**config.mk**
```make
export PLATFORM = sky130hd
export DESIGN_NAME = ntt_unload_ctrl
export DESIGN_NICKNAME = d
export VERILOG_FILES = /design/src/rtl/ntt_unload_ctrl.sv
export SDC_FILE = /design/constraint.sdc
export NUM_CORES = 1
export LEC_CHECK = 0
export ABC_AREA = 0
export BUFFER_PORTS_ARGS = -buffer_cell sky130_fd_sc_hd__buf_2
export CORE_MARGIN = 4
export CORE_UTILIZATION = 46
export DETAILED_ROUTE_END_ITERATION = 7
export GPL_TIMING_DRIVEN = 1
export PLACE_DENSITY = 0.91
export SLEW_MARGIN = 20
export SYNTH_ARGS = -nofsm -noshare
export SYNTH_HDL_FRONTEND = slang
export SYNTH_SLANG_ARGS = --single-unit
```
**constraint.sdc**
```tcl
create_clock -name clk -period 3.7 [get_ports clk]
set_input_delay 0 -clock clk [delete_from_list [all_inputs] [get_ports clk]]
set_output_delay 0 -clock clk [all_outputs]
set_load 0.1 [all_outputs]
```
**src/rtl/ntt_unload_ctrl.sv**
```systemverilog
// ntt_unload_ctrl: streams the NTT result coefficients out of the 2*PE_NUMBER coefficient BRAMs.
// Latency: first dout_valid two clk edges after the edge that samples start; then one coefficient per cycle.
// Backpressure: dout_ready low stalls dout; reads are throttled so the 2-entry skid never overflows.
//
// Ports:
//   clk, reset   - sole clock; asynchronous active-high reset
//   start        - one-cycle pulse that begins an unload (ignored while busy)
//   raddr        - {2'b10, row} read address broadcast to every bank; holds when no read is issued
//   rdata        - concatenated bank read data, bank b at [b*DATA_SIZE_ARB +: DATA_SIZE_ARB]
//   dout/_valid/_ready/_last - coefficient stream; _last marks output position RING_SIZE-1
//   busy, done   - busy from start acceptance until done; done pulses after the last handshake
//
// Optional feature: define UNLOAD_BITREV_EN to emit coefficients in bit-reversed index order.

`ifndef RING_DEPTH
`define RING_DEPTH 10
`endif
`ifndef RING_SIZE
`define RING_SIZE 1024
`endif
`ifndef PE_DEPTH
`define PE_DEPTH 3
`endif
`ifndef PE_NUMBER
`define PE_NUMBER 8
`endif
`ifndef DATA_SIZE_ARB
`define DATA_SIZE_ARB 16
`endif

module ntt_unload_ctrl (
  input  logic                                  clk,
  input  logic                                  reset,
  input  logic                                  start,
  output logic [`RING_DEPTH-`PE_DEPTH+1:0]      raddr,
  input  logic [2*`PE_NUMBER*`DATA_SIZE_ARB-1:0] rdata,
  output logic [`DATA_SIZE_ARB-1:0]             dout,
  output logic                                  dout_valid,
  input  logic                                  dout_ready,
  output logic                                  dout_last,
  output logic                                  busy,
  output logic                                  done
);

  localparam int RD = `RING_DEPTH;      // coefficient index width
  localparam int DW = `DATA_SIZE_ARB;
  localparam int BW = `PE_DEPTH + 1;    // bank index width (2*PE_NUMBER banks)
  localparam int AW = `RING_DEPTH - `PE_DEPTH + 2;

  typedef enum logic [1:0] {IDLE, READ, DRAIN} state_t;

  state_t          r_state;
  logic [RD-1:0]   r_cnt;            // output position of the next read to issue
  logic [AW-1:0]   r_raddr;
  logic [BW-1:0]   r_bank;           // bank of the read whose data is on rdata now
  logic            r_inflight;       // rdata carries a returned read this cycle
  logic            r_inflight_last;  // ...and it is the final output position
  logic            r_busy;
  logic            r_done;

  // Two-entry skid: entry 0 is the head driving dout.
  logic [DW-1:0]   r_skid0_dat;
  logic [DW-1:0]   r_skid1_dat;
  logic            r_skid0_last;
  logic            r_skid1_last;
  logic [1:0]      r_occ;

  logic [RD-1:0]   w_k;              // coefficient index for output position r_cnt
  logic [RD-BW-1:0] w_row;
  logic [DW-1:0]   w_rsel;
  logic            w_pop;
  logic [2:0]      w_fill;
  logic            w_issue;

`ifdef UNLOAD_BITREV_EN
  always_comb begin
    w_k = '0;
    for (int i = 0; i < RD; i++) begin
      w_k[i] = r_cnt[RD-1-i];
    end
  end
`else
  assign w_k = r_cnt;
`endif

  assign w_row      = w_k[RD-1:BW];
  assign w_rsel     = rdata[r_bank*DW +: DW];
  assign dout_valid = (r_occ != 2'd0);
  assign w_pop      = dout_valid & dout_ready;

  // Slots committed after this edge: the head leaving on this cycle's handshake frees
  // its slot, which is what lets a held-high dout_ready stream one coefficient per cycle.
  assign w_fill  = {1'b0, r_occ} + {2'b00, r_inflight} - {2'b00, w_pop};
  assign w_issue = (r_state == READ) && (w_fill < 3'd2);

  assign raddr     = r_raddr;
  assign dout      = r_skid0_dat;
  assign dout_last = r_skid0_last & dout_valid;
  assign busy      = r_busy;
  assign done      = r_done;

  // Control FSM, read issue and the bank/last pipeline that travels with each read.
  always_ff @(posedge clk or posedge reset) begin
    if (reset) begin
      r_state         <= IDLE;
      r_cnt           <= '0;
      r_raddr         <= '0;
      r_bank          <= '0;
      r_inflight      <= 1'b0;
      r_inflight_last <= 1'b0;
      r_busy          <= 1'b0;
      r_done          <= 1'b0;
    end else begin
      r_done     <= 1'b0;
      r_inflight <= w_issue;
      if (w_issue) begin
        // Row never fills the address below the region bits, hence the single zero pad.
        r_raddr         <= {2'b10, 1'b0, w_row};
        r_bank          <= w_k[BW-1:0];
        r_inflight_last <= &r_cnt;
      end
      case (r_state)
        IDLE: begin
          if (start) begin
            r_state <= READ;
            r_cnt   <= '0;
            r_busy  <= 1'b1;
          end
        end
        READ: begin
          if (w_issue) begin
            if (&r_cnt) begin
              r_state <= DRAIN;
            end else begin
              r_cnt <= r_cnt + 1'b1;
            end
          end
        end
        DRAIN: begin
          // start is not looked at here, so a coincident start cannot restart.
          if (w_pop && r_skid0_last) begin
            r_state <= IDLE;
            r_cnt   <= '0;
            r_busy  <= 1'b0;
            r_done  <= 1'b1;
          end
        end
        default: r_state <= IDLE;
      endcase
    end
  end

  // Skid buffer: returned data enters behind whatever is still waiting.
  always_ff @(posedge clk or posedge reset) begin
    if (reset) begin
      r_skid0_dat  <= '0;
      r_skid1_dat  <= '0;
      r_skid0_last <= 1'b0;
      r_skid1_last <= 1'b0;
      r_occ        <= 2'd0;
    end else begin
      case ({r_inflight, w_pop})
        2'b10: begin
          if (r_occ == 2'd0) begin
            r_skid0_dat  <= w_rsel;
            r_skid0_last <= r_inflight_last;
          end else begin
            r_skid1_dat  <= w_rsel;
            r_skid1_last <= r_inflight_last;
          end
          r_occ <= r_occ + 2'd1;
        end
        2'b01: begin
          r_skid0_dat  <= r_skid1_dat;
          r_skid0_last <= r_skid1_last;
          r_occ        <= r_occ - 2'd1;
        end
        2'b11: begin
          if (r_occ == 2'd1) begin
            r_skid0_dat  <= w_rsel;
            r_skid0_last <= r_inflight_last;
          end else begin
            r_skid0_dat  <= r_skid1_dat;
            r_skid0_last <= r_skid1_last;
            r_skid1_dat  <= w_rsel;
            r_skid1_last <= r_inflight_last;
          end
        end
        default: ;
      endcase
    end
  end

endmodule

```
# After elaboration in Yosys (flattened, before gate mapping)
# Cells that the tools add are included.
dict set report op_classes {
  n_addsub 5
  n_mul 0
  n_div 0
  n_lt_le_gt_ge 1
  n_eq_ne 14
  shifts 1
  muxes 28
  n_bitwise 2
  reduce_logical 16
}
# operator n
set op_table {}
lappend op_table {{$shiftx 256x9->16} 1}
lappend op_table {{$mux 16} 4}
lappend op_table {{$pmux 16 s3} 1}
lappend op_table {{$mux 10} 4}
lappend op_table {{$pmux 16 s2} 1}
lappend op_table {{$pmux 10 s3} 1}
lappend op_table {{$ne 2x2->1 const B} 7}
lappend op_table {{$add 10x1->10 const B} 1}
lappend op_table {{$reduce_and 10->1} 1}
lappend op_table {{$mux 1} 8}
lappend op_table {{$mux 2} 4}
lappend op_table {{$reduce_bool 2->1} 4}
lappend op_table {{$eq 2x1->1 const B} 3}
lappend op_table {{$eq 2x2->1 const B} 3}
lappend op_table {{$pmux 2 s3} 1}
lappend op_table {{$reduce_and 3->1} 2}
lappend op_table {{$reduce_bool 3->1} 2}
lappend op_table {{$reduce_and 5->1} 1}
lappend op_table {{$logic_not 2->1} 2}
lappend op_table {{$pmux 1 s2} 2}
lappend op_table {{$pmux 2 s2} 1}
lappend op_table {{$reduce_and 4->1} 1}
lappend op_table {{$add 2x1->3} 1}
lappend op_table {{$lt 3x2->1 const B} 1}
lappend op_table {{8 further kinds} 10}
dict set report word_totals {
  reg_bits 63
  latch_bits 0
  mem_bits_rw 0
  rom_bits 0
  inputBits 260
  output_inout_bits 29
  wordCells 80
  mem_count 0
}

# Logic depth before layout (Yosys ltp)
# Gate-level depths: netlist (run 1).
dict set report depth {
  depth_word 7
  ltp_mapped 14
}

# Least setup slack after synthesis (run 1)
# No wires, ideal clock.
dict set report synth_timing {
  path_type {register to register}
  startpoint {reg r_occ[1]}
  endpoint {reg r_raddr[4] (netlist: raddr[4])}
  setup_ps 125
  t_arrival_ps 3260
  t_required_ps 3575
  path_slack_ps 314
  stages_incl_launch_ff 13
  n_path_buf 2
  period_less_slack_ps 3386
  path_cell_list {dfrtp_1 -> inv_1 -> ha_1 -> buf_4 -> inv_2 -> nand2_2 -> nor2_1 -> o21ai_0 -> fa_1 -> xnor2_1 -> nor3b_2 -> buf_2 -> mux2_2}
}
dict set report synth_between {
  elab_chain_cells 5
}
# item line_no
set synth_lines {}
lappend synth_lines {{start: declaration} 66} ;# logic [1:0] r_occ;
lappend synth_lines {{start signal: assignment} 171} ;# r_occ <= r_occ + 2'd1;
lappend synth_lines {{start signal: assignment} 176} ;# r_occ <= r_occ - 2'd1;
lappend synth_lines {{$reduce_bool 2->1} 88} ;# assign dout_valid = (r_occ != 2'd0);
lappend synth_lines {{named net dout_valid} 38} ;# output logic dout_valid,
lappend synth_lines {{$and 1x1->1} 89} ;# assign w_pop = dout_valid & dout_ready;
lappend synth_lines {{$sub 3x1->3} 93} ;# assign w_fill = {1'b0, r_occ} + {2'b00, r_inflight} - {2'b00, w_pop};
lappend synth_lines {{$lt 3x2->1} 94} ;# assign w_issue = (r_state == READ) && (w_fill < 3'd2);
lappend synth_lines {{$logic_and 1x1->1} 94}
lappend synth_lines {{named net w_issue} 73} ;# logic w_issue;
lappend synth_lines {{end signal: assignment} 118} ;# r_raddr <= {2'b10, 1'b0, w_row};
lappend synth_lines {{end: declaration} 54} ;# logic [AW-1:0] r_raddr;
# The timed path passes the listed nets, and every way through them passes these cells.
# A chain may end at the register's enable or synchronous reset.

# Final worst setup path (run 1)
dict set report layout_timing {
  startpoint {reg r_occ[1]}
  endpoint {reg r_raddr[4] (netlist: raddr[4])}
}
dict set report layout_between {
  elab_chain_cells 5
}
# item line_no
set layout_lines {}
lappend layout_lines {{branches (longest 2 deep; another with $add 2x1->3)} n/a}
lappend layout_lines {{$sub 3x1->3 (*)} 93}
lappend layout_lines {{$lt 3x2->1 (*)} 94}
lappend layout_lines {{$logic_and 1x1->1 (*)} 94}
# Every way passes the cells marked *.

==> results.py, run 1 <==
metrics = {
    "drt": {
        "drcViolationCount": 0,
        "wl_mm": 18.9,
        "drt_iter0_drc": 401,
        "drtAntennaViolNets": 0,
        "routed_via_density": 6.16,
        "vias": 5320,
        "drt_pre_antenna_iters": 5,
        "wl_per_cell_um": 21.8,
    },
    "hold_path": {
        "hold_path_class": "input pin to register",
    },
    "worst_setup_path": {
        "r2r_cells": 11,
        "slowest_stage": "dfrtp_1",
        "reg2reg_setup_slack_ns": 0.43,
        "endpoint_kind": "register",
        "endpoint": "raddr[4]",
        "required_ns": 3.92,
        "cpPeakStageDelay_ns": 0.43,
        "crit-reg2reg-launch": "r_occ[1]",
        "critPathLaunch": "r_occ[1]",
        "start_kind": "register",
        "rr_endpoint": "raddr[4]",
        "path_max_fanout": 10,
        "path_class": "register to register",
        "crit_arrival_ns": 3.49,
        "path_cells": "inv_1, ha_1, inv_2, nand2_2, nor2_1, o21ai_0, fa_1, xnor2_1, nor3b_2, buf_4, mux2_2",
    },
    "run": {
        "drv_cap": 0,
    },
    "floorplanning": {
        "dieArea_um2": 12900,
        "num_io_pins": 289,
        "dieHeight_um": 114,
        "coreArea_um2": 10900,
        "start_util_pct": 47.3,
        "rows": 38,
        "die_w_um": 114,
    },
    "place": {
        "dp_hpwl_mm": 15.1,
        "gp_congestion": 0.920,
        "postPlaceCellArea_um2": 6670,
        "pre_cts_ws_ns": 0.453,
        "portBuffers": 286,
        "dp.cells": 843,
    },
    "power_and_ir_drop": {
        "power.switching_mw": 3.15,
        "intPower_mw": 2.99,
        "power_frac_seq_pct": 24.4,
        "leakagePower_nw": 3.24,
        "swShare_pct": 51.3,
        "power_density_nw_per_um2": 887,
        "power_mw": 6.14,
        "combinationalPowerShare_pct": 64.6,
        "ir_drop_v": 0.000703,
        "clkPwrFrac_pct": 10.9,
    },
    "clock_network": {
        "cts_hold_buf": 2,
        "clkLatencyLatePin_ns": 0.34,
        "clk_path_buf_depth": 2,
        "clk_pin_slew_ns": 0.07,
        "cts-htree-levels": 3,
        "clkSinkCount": 63,
        "cts_tree": "done",
        "cts_root_buf": "clkbuf_8",
        "ctsResizeCount": 0,
        "cts_setup_buffers": 0,
        "numCtsBuffers": 9,
    },
    "outcome": {
        "status": "complete, no violations",
    },
    "global_route": {
        "grt_antenna_before_repair": 2,
        "overflow": 0,
        "grt_pass1_vias": 5469,
        "grt_pass1_wl_mm": 28.7,
        "grt_max_degree": 50,
        "grt_use_total_pct": 28.6,
    },
    "sta": {
        "clock.fmax_ghz": 0.306,
        "layout_min_cycle_time_ns": 3.27,
        "rsz0062_at_grt": "no",
        "worst_slew_pin_slew_ns": 1.02,
        "setup_violations": 0,
        "worst_slack_ns": 0.427,
        "clock_skew_ns": 0.0111,
        "period_share_pct": 88.5,
        "max-slew-margin-rel_pct": 31.8,
        "finalSetupTns_ns": 0,
        "maxSlewViolCount": 0,
        "hold_viol": 0,
    },
    "synthesis": {
        "ys_types": 54,
        "ys_seq_elements": 63,
        "ys.flop_type": "dfrtp_1",
        "synth_async_sr_flop_share_pct": 100,
        "netlist_instances": 440,
        "synth-edff-count": 0,
        "ys_warn_count": 0,
        "ys_seq_area_share_pct": 30.6,
        "syn_area_per_cell_um2": 11.7,
        "syn_area_um2": 5150,
    },
    "final_layout": {
        "syn_to_final_growth_pct": 34.4,
        "final_common_cell": "buf_2",
        "fin_nets": 982,
        "final_cell_mix": "buf_2 (286), mux4_2 (64), dfrtp_1 (60), mux2i_1 (33), nand2_1 (29)",
        "drive_gt1_share_pct": 56.3,
        "fin_area_um2": 6920,
        "layoutNonFillerInstCount": 863,
    },
}
## state kept, by name (all words and copies together) (netlist names)
| name | count |
|---|---|
| raddr | 7 |
| busy | 1 |
| r_cnt | 10 |
| r_skid0_last | 1 |
| r_occ | 2 |
| r_skid1_dat | 16 |
| r_state | 2 |
| r_bank | 4 |
| r_skid1_last | 1 |
| r_inflight | 1 |
| done | 1 |
| r_inflight_last | 1 |
| dout | 16 |
## cell type report
| cell class | count | area, um2 |
|---|---|---|
| diodes | 2 | 5.00 |
| clock buffers | 11 | 141 |
| clock inverters | 5 | 81.3 |
| fillers | 852 | 3970 |
| inverters | 16 | 61.3 |
| multi-input cells | 326 | 3320 |
| flip-flops and latches | 63 | 1580 |
| well taps | 140 | 175 |
| repair buffers | 300 | 1550 |
## worst max-delay path, delay by kind of cell (launching register included)
family	cells	cell delay [ns]
buf+inv	3	0.55
flops	1	0.43
fa+ha+maj	2	0.71
compound gates	1	0.15
mux	1	0.35
xor+xnor	1	0.27
simple gates	3	0.70
## logic make-up (layout without fill, tap and decap cells)
| family | count (synthesis) | in the layout | synth area share, % |
|---|---|---|---|
| adder cells (fa/ha/maj) | 6 | 6 | 1.60 |
| other | 1 | 4 | 0.0728 |
| buffers and inverters | 52 | 332 | 5.03 |
| XOR/XNOR | 6 | 6 | 1.02 |
| AND/OR/NAND/NOR | 85 | 85 | 8.07 |
| flip-flops | 63 | 63 | 30.6 |
| multiplexers | 109 | 109 | 37.0 |
| AO/OA/AOI/OAI | 118 | 118 | 16.5 |
## power groups by stage
stage / Sequential (mW) / Combinational [mW] / Clock, mW
2_1_floorplan: 2.00 / 2.55 / 0
3_3_place_gp: 1.50 / 3.85 / 0
3_5_place_dp: 1.51 / 3.94 / 0
4_1_cts: 1.50 / 3.96 / 0.680
5_1_grt: 1.57 / 4.23 / 0.711
6_report: 1.50 / 3.97 / 0.670
## metal layers
| layer | share of wire, % | GRT usage (%) |
|---|---|---|
| met2 | 51 | 48.6 |
| met4 | 3.3 | 9.58 |
| met3 | 9.7 | 6.31 |
| met1 | 36 | 36.3 |
| met5 | 0 | 0 |
## per-stage QoR
stage	utilization (%)	hold WS (ns)
finish	63.5	0.221
global route	63.5	0.238
CTS	63.5	0.217
detailed placement	61.3	0.305
global placement	61.3	0.310
floorplan	-	0.182
## how the worst min path moves through the flow
stage          startpoint        endpoint  slack, ns  cells past startpoint
2_1_floorplan       start            busy       0.18                      2
3_3_place_gp        reset        raddr[5]       0.31                      2
3_5_place_dp        reset        raddr[8]       0.30                      2
4_1_cts        rdata[130]  r_skid1_dat[2]       0.22                      4
5_1_grt          rdata[2]  r_skid1_dat[2]       0.24                      4
6_report       rdata[130]  r_skid1_dat[2]       0.22                      4
## cells in the mapped netlist (5+ instances only)
cell type | number | area, um2
clkbuf_1 | 7 | 26.3
a21oi_1 | 17 | 85.1
a211oi_1 | 12 | 90.1
o21ai_0 | 23 | 115
inv_1 | 13 | 48.8
xnor2_1 | 6 | 52.6
buf_2 | 15 | 75.1
nand2_1 | 29 | 109
mux2_2 | 12 | 135
buf_4 | 10 | 75.1
nor2_1 | 24 | 90.1
mux2i_1 | 33 | 330
ha_1 | 5 | 62.6
o22ai_1 | 13 | 81.3
mux4_2 | 64 | 1440
o221ai_1 | 17 | 149
dfrtp_1 | 63 | 1580
o21a_1 | 13 | 97.6
No activity file was read; power rests on OpenSTA's default activity.
==> run 2, diff against run 1 <==
- CELL_PAD_IN_SITES_DETAIL_PLACEMENT: not set -> 1
- CELL_PAD_IN_SITES_GLOBAL_PLACEMENT: not set -> 1
- CORE_UTILIZATION: 46 -> 34
- PLACE_DENSITY: 0.91 -> not set
- PLACE_DENSITY_LB_ADDON: not set -> 0.1
==> run 2 against run 1 <==
  * Final cell count rose by 4.6%
  * Largest power group unchanged
  * Die area rose by 33%
  * Clock power rose by 49%
  * Combinational power rose by 2%
  * Count of clock-buffer cells in the layout fell by 1
  * Sequential share of layout area fell by 0.51 points
  * Non-clock buffer count fell by 2
  * Final area rose by 2.3%
  * Global-route usage fell by 5.2 points
  * Fmax fell by 3.4%
==> results.py, run 2 (synthesis results as in run 1) <==
metrics = {
    "final_layout": {
        "final_cell_mix": "buf_2 (286), mux4_2 (64), dfrtp_1 (60), mux2i_1 (33), nand2_1 (29)",
        "syn_to_final_growth_pct": 37.4,
        "multiInputGateArea_um2": 3320,
        "seq_area_um2": 1580,
        "fillCellCount": 1685,
        "drive_gt1_share_pct": 56.3,
        "fin_area_um2": 7080,
        "fin_nets": 980,
        "final_common_cell": "buf_2",
        "insertedDiodeCount": 0,
    },
    "clock_network": {
        "cts_hold_buf": 2,
        "ctsResizeCount": 0,
        "numCtsBuffers": 9,
        "clkSinkCount": 63,
        "cts_setup_buffers": 0,
        "cts-htree-levels": 3,
        "clk_path_buf_depth": 2,
        "clkLatencyLatePin_ns": 0.34,
        "cts_root_buf": "clkbuf_16",
        "clk_pin_slew_ns": 0.06,
        "cts_tree": "done",
    },
    "drt": {
        "wl_mm": 20.9,
        "routed_via_density": 5.69,
        "vias": 5139,
        "drt_iter0_drc": 246,
        "drtAntennaViolNets": 0,
        "drcViolationCount": 0,
        "drt_pre_antenna_iters": 4,
        "wl_per_cell_um": 23.2,
    },
    "sta": {
        "rsz0062_at_grt": "no",
        "maxSlewViolCount": 0,
        "setup_violations": 0,
        "holdWs_ns": 0.227,
        "period_share_pct": 91.6,
        "clock.fmax_ghz": 0.295,
        "worst_slew_pin_slew_ns": 1.06,
        "clock_skew_ns": 0.00942,
        "finalSetupTns_ns": 0,
        "max-slew-margin-rel_pct": 29.1,
        "hold_viol": 0,
        "layout_min_cycle_time_ns": 3.39,
    },
    "worst_setup_path": {
        "crit_arrival_ns": 3.65,
        "crit-reg2reg-launch": "r_occ[1]",
        "required_ns": 3.96,
        "endpoint_kind": "register",
        "critPathLaunch": "r_occ[1]",
        "start_kind": "register",
        "path_max_fanout": 10,
        "cp_common_cell": "inv_2",
        "path_cells": "inv_1, ha_1, inv_2, nand2_2, inv_2, nor2_1, o21ai_0, fa_1, xnor2_1, nand3b_1, or2_2, nor4_1, nand2b_1",
        "path_class": "register to register",
        "cpPeakStageDelay_ns": 0.43,
        "slowest_stage": "dfrtp_1",
    },
    "floorplanning": {
        "die_w_um": 131,
        "dieArea_um2": 17200,
        "num_io_pins": 289,
        "coreArea_um2": 14700,
        "dieHeight_um": 131,
        "start_util_pct": 35.0,
        "rows": 44,
    },
    "global_route": {
        "grt_pass1_wl_mm": 30.5,
        "grt_max_degree": 51,
        "grt_antenna_before_repair": 0,
        "overflow": 0,
        "grt_pass1_vias": 5635,
        "grt_use_total_pct": 23.4,
    },
    "power_and_ir_drop": {
        "ir_drop_v": 0.000733,
        "power_density_nw_per_um2": 924,
        "leakagePower_nw": 3.29,
    },
    "place": {
        "gp_congestion": 0.837,
        "portBuffers": 286,
        "dp_hpwl_mm": 16.7,
        "postPlaceCellArea_um2": 6710,
    },
    "run": {
        "drv_cap": 0,
    },
    "hold_path": {
        "hold_path_class": "input pin to register",
        "hold_start": "rdata[224]",
    },
    "outcome": {
        "status": "complete, no violations",
    },
}
==> run 2: per-layer routing <==
metal	track usage (%)	share of wire, %	wire [um]
met1	29.8	39	8230
met2	39.9	53	11000
met3	5.19	6.4	1340
met4	6.72	1.7	349
met5	0	0	0
==> run 2: worst paths after layout <==
check | to | depth (start not counted) | slack, ns
hold / removal | r_skid1_dat[0] | 4 | 0.23
hold reg to reg | raddr[8] | 1 | 0.47
setup reg to reg | r_cnt[4] | 13 | 0.31
min in group asynchronous | raddr[2] | 3 | 0.38
max in group asynchronous | r_skid1_dat[7] | 4 | 2.58
setup / recovery | r_cnt[4] | 13 | 0.31
==> run 2: layout make-up <==
type | instances | area share, %
Multi-Input combinational cell | 326 | 46.9
Sequential cell | 63 | 22.4
Timing Repair Buffer | 298 | 21.7
Clock buffer | 10 | 3.38
Tap cell | 184 | 3.25
Clock inverter | 6 | 1.52
Inverter | 16 | 0.866
==> run 2: critical path: cells and delay by family (launching register included) <==
kind	cells	cell delay (ns)
AOI/OAI and AO/OA	1	0.09
xor gates and xnor gates	1	0.32
adders and majority gates	2	0.78
buffers and inverters	3	0.35
DFF	1	0.43
and+or+nand+nor	6	1.35
==> run 2: stage by stage <==
| stage | setup slack [ns] | util, % | cells | power, mW |
|---|---|---|---|---|
| 2_1_floorplan | 0.314 | - | 441 | 4.55 |
| 3_3_place_gp | 0.504 | 45.6 | 885 | 5.42 |
| 3_5_place_dp | 0.363 | 45.6 | 885 | 5.58 |
| 4_1_cts | 0.288 | 48.1 | 903 | 6.60 |
| 5_1_grt | 0.0623 | 48.1 | 903 | 6.93 |
| 6_report | 0.312 | 48.1 | 903 | 6.54 |
==> run 2: power breakdown <==
group	internal (mW)	switching [mW]
clock	0.674	0.321
sequential	0.986	0.504
combinational	1.60	2.46
total	3.26	3.28
==> run 3, diff against run 2 <==
- CORE_ASPECT_RATIO: not set -> 1.25
==> run 3 against run 2 <==
  * Clock skew down 0.0012 ns
  * Sequential cell count did not move
  * Die area about the same
  * Global-route usage increased by 1.3 points
  * Final area decreased by 0.90%
  * Via count did not move
  * Fmax rose by 1.4%
  * Largest power group unchanged
  * Sequential power about the same
==> results.py, run 3 (synthesis results as in run 1) <==
metrics = {
    "worst_setup_path": {
        "critical_path_buf_inv_count": 3,
        "cp_top_family": "simple AND/OR/NAND/NOR gates",
        "required_ns": 3.91,
        "reg2reg_setup_slack_ns": 0.36,
        "path_max_fanout": 10,
        "path_class": "register to register",
        "start_kind": "register",
        "crit_arrival_ns": 3.55,
        "slowest_stage": "or4b_4",
        "path_cells": "inv_1, ha_1, inv_2, nand2_2, inv_2, nor2_1, o21ai_0, fa_1, xnor2_1, or4b_4, nor3_1, xnor2_1, nor2_1",
        "rr_endpoint": "r_cnt[9]",
        "crit-reg2reg-launch": "r_occ[1]",
        "r2r_cells": 13,
        "critPathLaunch": "r_occ[1]",
        "endpoint_kind": "register",
        "cpPeakStageDelay_ns": 0.55,
    },
    "final_layout": {
        "fin_nets": 979,
        "fillCellCount": 1752,
        "drive_gt1_share_pct": 56.3,
        "final_cell_mix": "buf_2 (286), mux4_2 (64), dfrtp_1 (60), mux2i_1 (33), nand2_1 (29)",
        "final_common_cell": "buf_2",
        "seq_area_um2": 1580,
        "fin_area_um2": 7010,
        "multiInputGateArea_um2": 3320,
        "syn_to_final_growth_pct": 36.2,
    },
    "clock_network": {
        "clk_pin_slew_ns": 0.06,
        "clkSinkCount": 63,
        "clk_path_buf_depth": 2,
        "ctsResizeCount": 0,
        "cts-htree-levels": 3,
        "cts_tree": "done",
        "cts_root_buf": "clkbuf_16",
        "numCtsBuffers": 9,
        "clkLatencyLatePin_ns": 0.34,
    },
    "global_route": {
        "grt_pass1_vias": 5881,
        "grt_pass1_wl_mm": 32.9,
        "overflow": 0,
        "grt_antenna_before_repair": 5,
        "grt_use_total_pct": 24.7,
        "grt_max_degree": 45,
    },
    "sta": {
        "setup_violations": 0,
        "rsz0062_at_grt": "no",
        "maxSlewViolCount": 0,
        "hold_viol": 0,
        "finalSetupTns_ns": 0,
        "worst_slack_ns": 0.360,
        "layout_min_cycle_time_ns": 3.34,
        "period_share_pct": 90.3,
        "clock_skew_ns": 0.00819,
        "worst_slew_pin_slew_ns": 1.01,
        "max-slew-margin-rel_pct": 32.5,
        "clock.fmax_ghz": 0.299,
    },
    "drt": {
        "drtAntennaViolNets": 0,
        "drcViolationCount": 0,
        "wl_mm": 21.4,
        "drt_iter0_drc": 261,
        "routed_via_density": 5.68,
        "vias": 5139,
        "wl_per_cell_um": 23.7,
        "drt_pre_antenna_iters": 4,
    },
    "power_and_ir_drop": {
        "leakagePower_nw": 3.25,
        "swShare_pct": 51.4,
        "intPower_mw": 3.05,
        "power_mw": 6.27,
        "power_density_nw_per_um2": 894,
        "power.switching_mw": 3.22,
        "ir_drop_v": 0.000301,
        "combinationalPowerShare_pct": 63.5,
        "clkPwrFrac_pct": 12.7,
        "power_frac_seq_pct": 23.8,
    },
    "floorplanning": {
        "dieHeight_um": 146,
        "num_io_pins": 289,
        "dieArea_um2": 17200,
        "start_util_pct": 34.6,
        "rows": 50,
        "die_w_um": 118,
        "coreArea_um2": 14900,
    },
    "place": {
        "pre_cts_ws_ns": 0.371,
        "portBuffers": 286,
        "gp_congestion": 0.918,
        "dp_hpwl_mm": 17.5,
        "postPlaceCellArea_um2": 6700,
    },
    "hold_path": {
        "holdPathEnd": "r_skid1_dat[3]",
        "hold_path_class": "input pin to register",
        "worstHoldPathCells": 4,
        "hold_start": "rdata[195]",
    },
    "run": {
        "drv_cap": 0,
    },
    "outcome": {
        "status": "complete, no violations",
    },
}
-- run 3: cell count changes in the layout (fill, tap and decap cells not counted) --
cell,change
clkinvlp_4,+1
clkinv_4,+1
clkbuf_1,+1
o21ai_0,-1
bufinv_16,-3
diode_2,+5
o21ai_2,+1
buf_4,-1
-- run 3: through the flow --
step	instances	hold WS (ns)	util, %
floorplan	441	0.182	-
global placement	882	0.275	45.0
detailed placement	882	0.303	45.0
CTS	900	0.243	47.0
global route	904	0.267	47.1
finish	905	0.241	47.1
-- run 3: per-layer routing --
| layer | up-vias | GRT usage (%) | share of wire [%] | wire, um |
|---|---|---|---|---|
| met5 | - | 0 | 0 | 0 |
| met4 | 0 | 8.86 | 2.3 | 496 |
| met3 | 32 | 6.73 | 7.9 | 1680 |
| met2 | 212 | 44.2 | 54 | 11500 |
| met1 | 2586 | 28.1 | 36 | 7720 |
| li1 | 2309 | - | - | - |
-- run 3: power by group through the flow --
stage / logic [mW] / clock network, mW / registers, mW
3_5_place_dp: 4.01 / 0 / 1.52
5_1_grt: 4.28 / 0.845 / 1.57
3_3_place_gp: 3.91 / 0 / 1.49
6_report: 3.98 / 0.793 / 1.49
2_1_floorplan: 2.55 / 0 / 2.00
4_1_cts: 4.01 / 0.806 / 1.50
-- run 3: worst max-delay path by stage --
stage / cells past startpoint / end / slack (ns)
finish: 13 / r_cnt[9] / 0.36
global route: 13 / r_cnt[9] / 0.02
CTS: 13 / r_cnt[9] / 0.35
detailed placement: 13 / r_cnt[9] / 0.37
global placement: 11 / r_cnt[3] / 0.54
floorplan: 12 / raddr[4] / 0.31
-- run 3: worst reg2reg max path, delay by kind of cell, from the launching register on --
family	cells	cell delay, ns
AND/OR/NAND/NOR	5	1.10
adder cells (fa/ha/maj)	2	0.78
flip-flops	1	0.43
XOR/XNOR	2	0.45
AO/OA/AOI/OAI	1	0.11
buffers and inverters	3	0.36
-- run 3: what timing repair did --
action,in CTS,in global routing
endpoints found under the setup margin,0,0
hold buffers,2,0
setup buffers,0,0
hold endpoints to repair,44,0
-- run 3: layout make-up --
type	count	area share, %
diodes	5	0.178
clock buffers	11	3.46
clock inverters	5	0.482
inverters	16	0.874
multi-input cells	326	47.4
flip-flops and latches	63	22.6
well taps	182	3.25
repair buffers	297	21.8
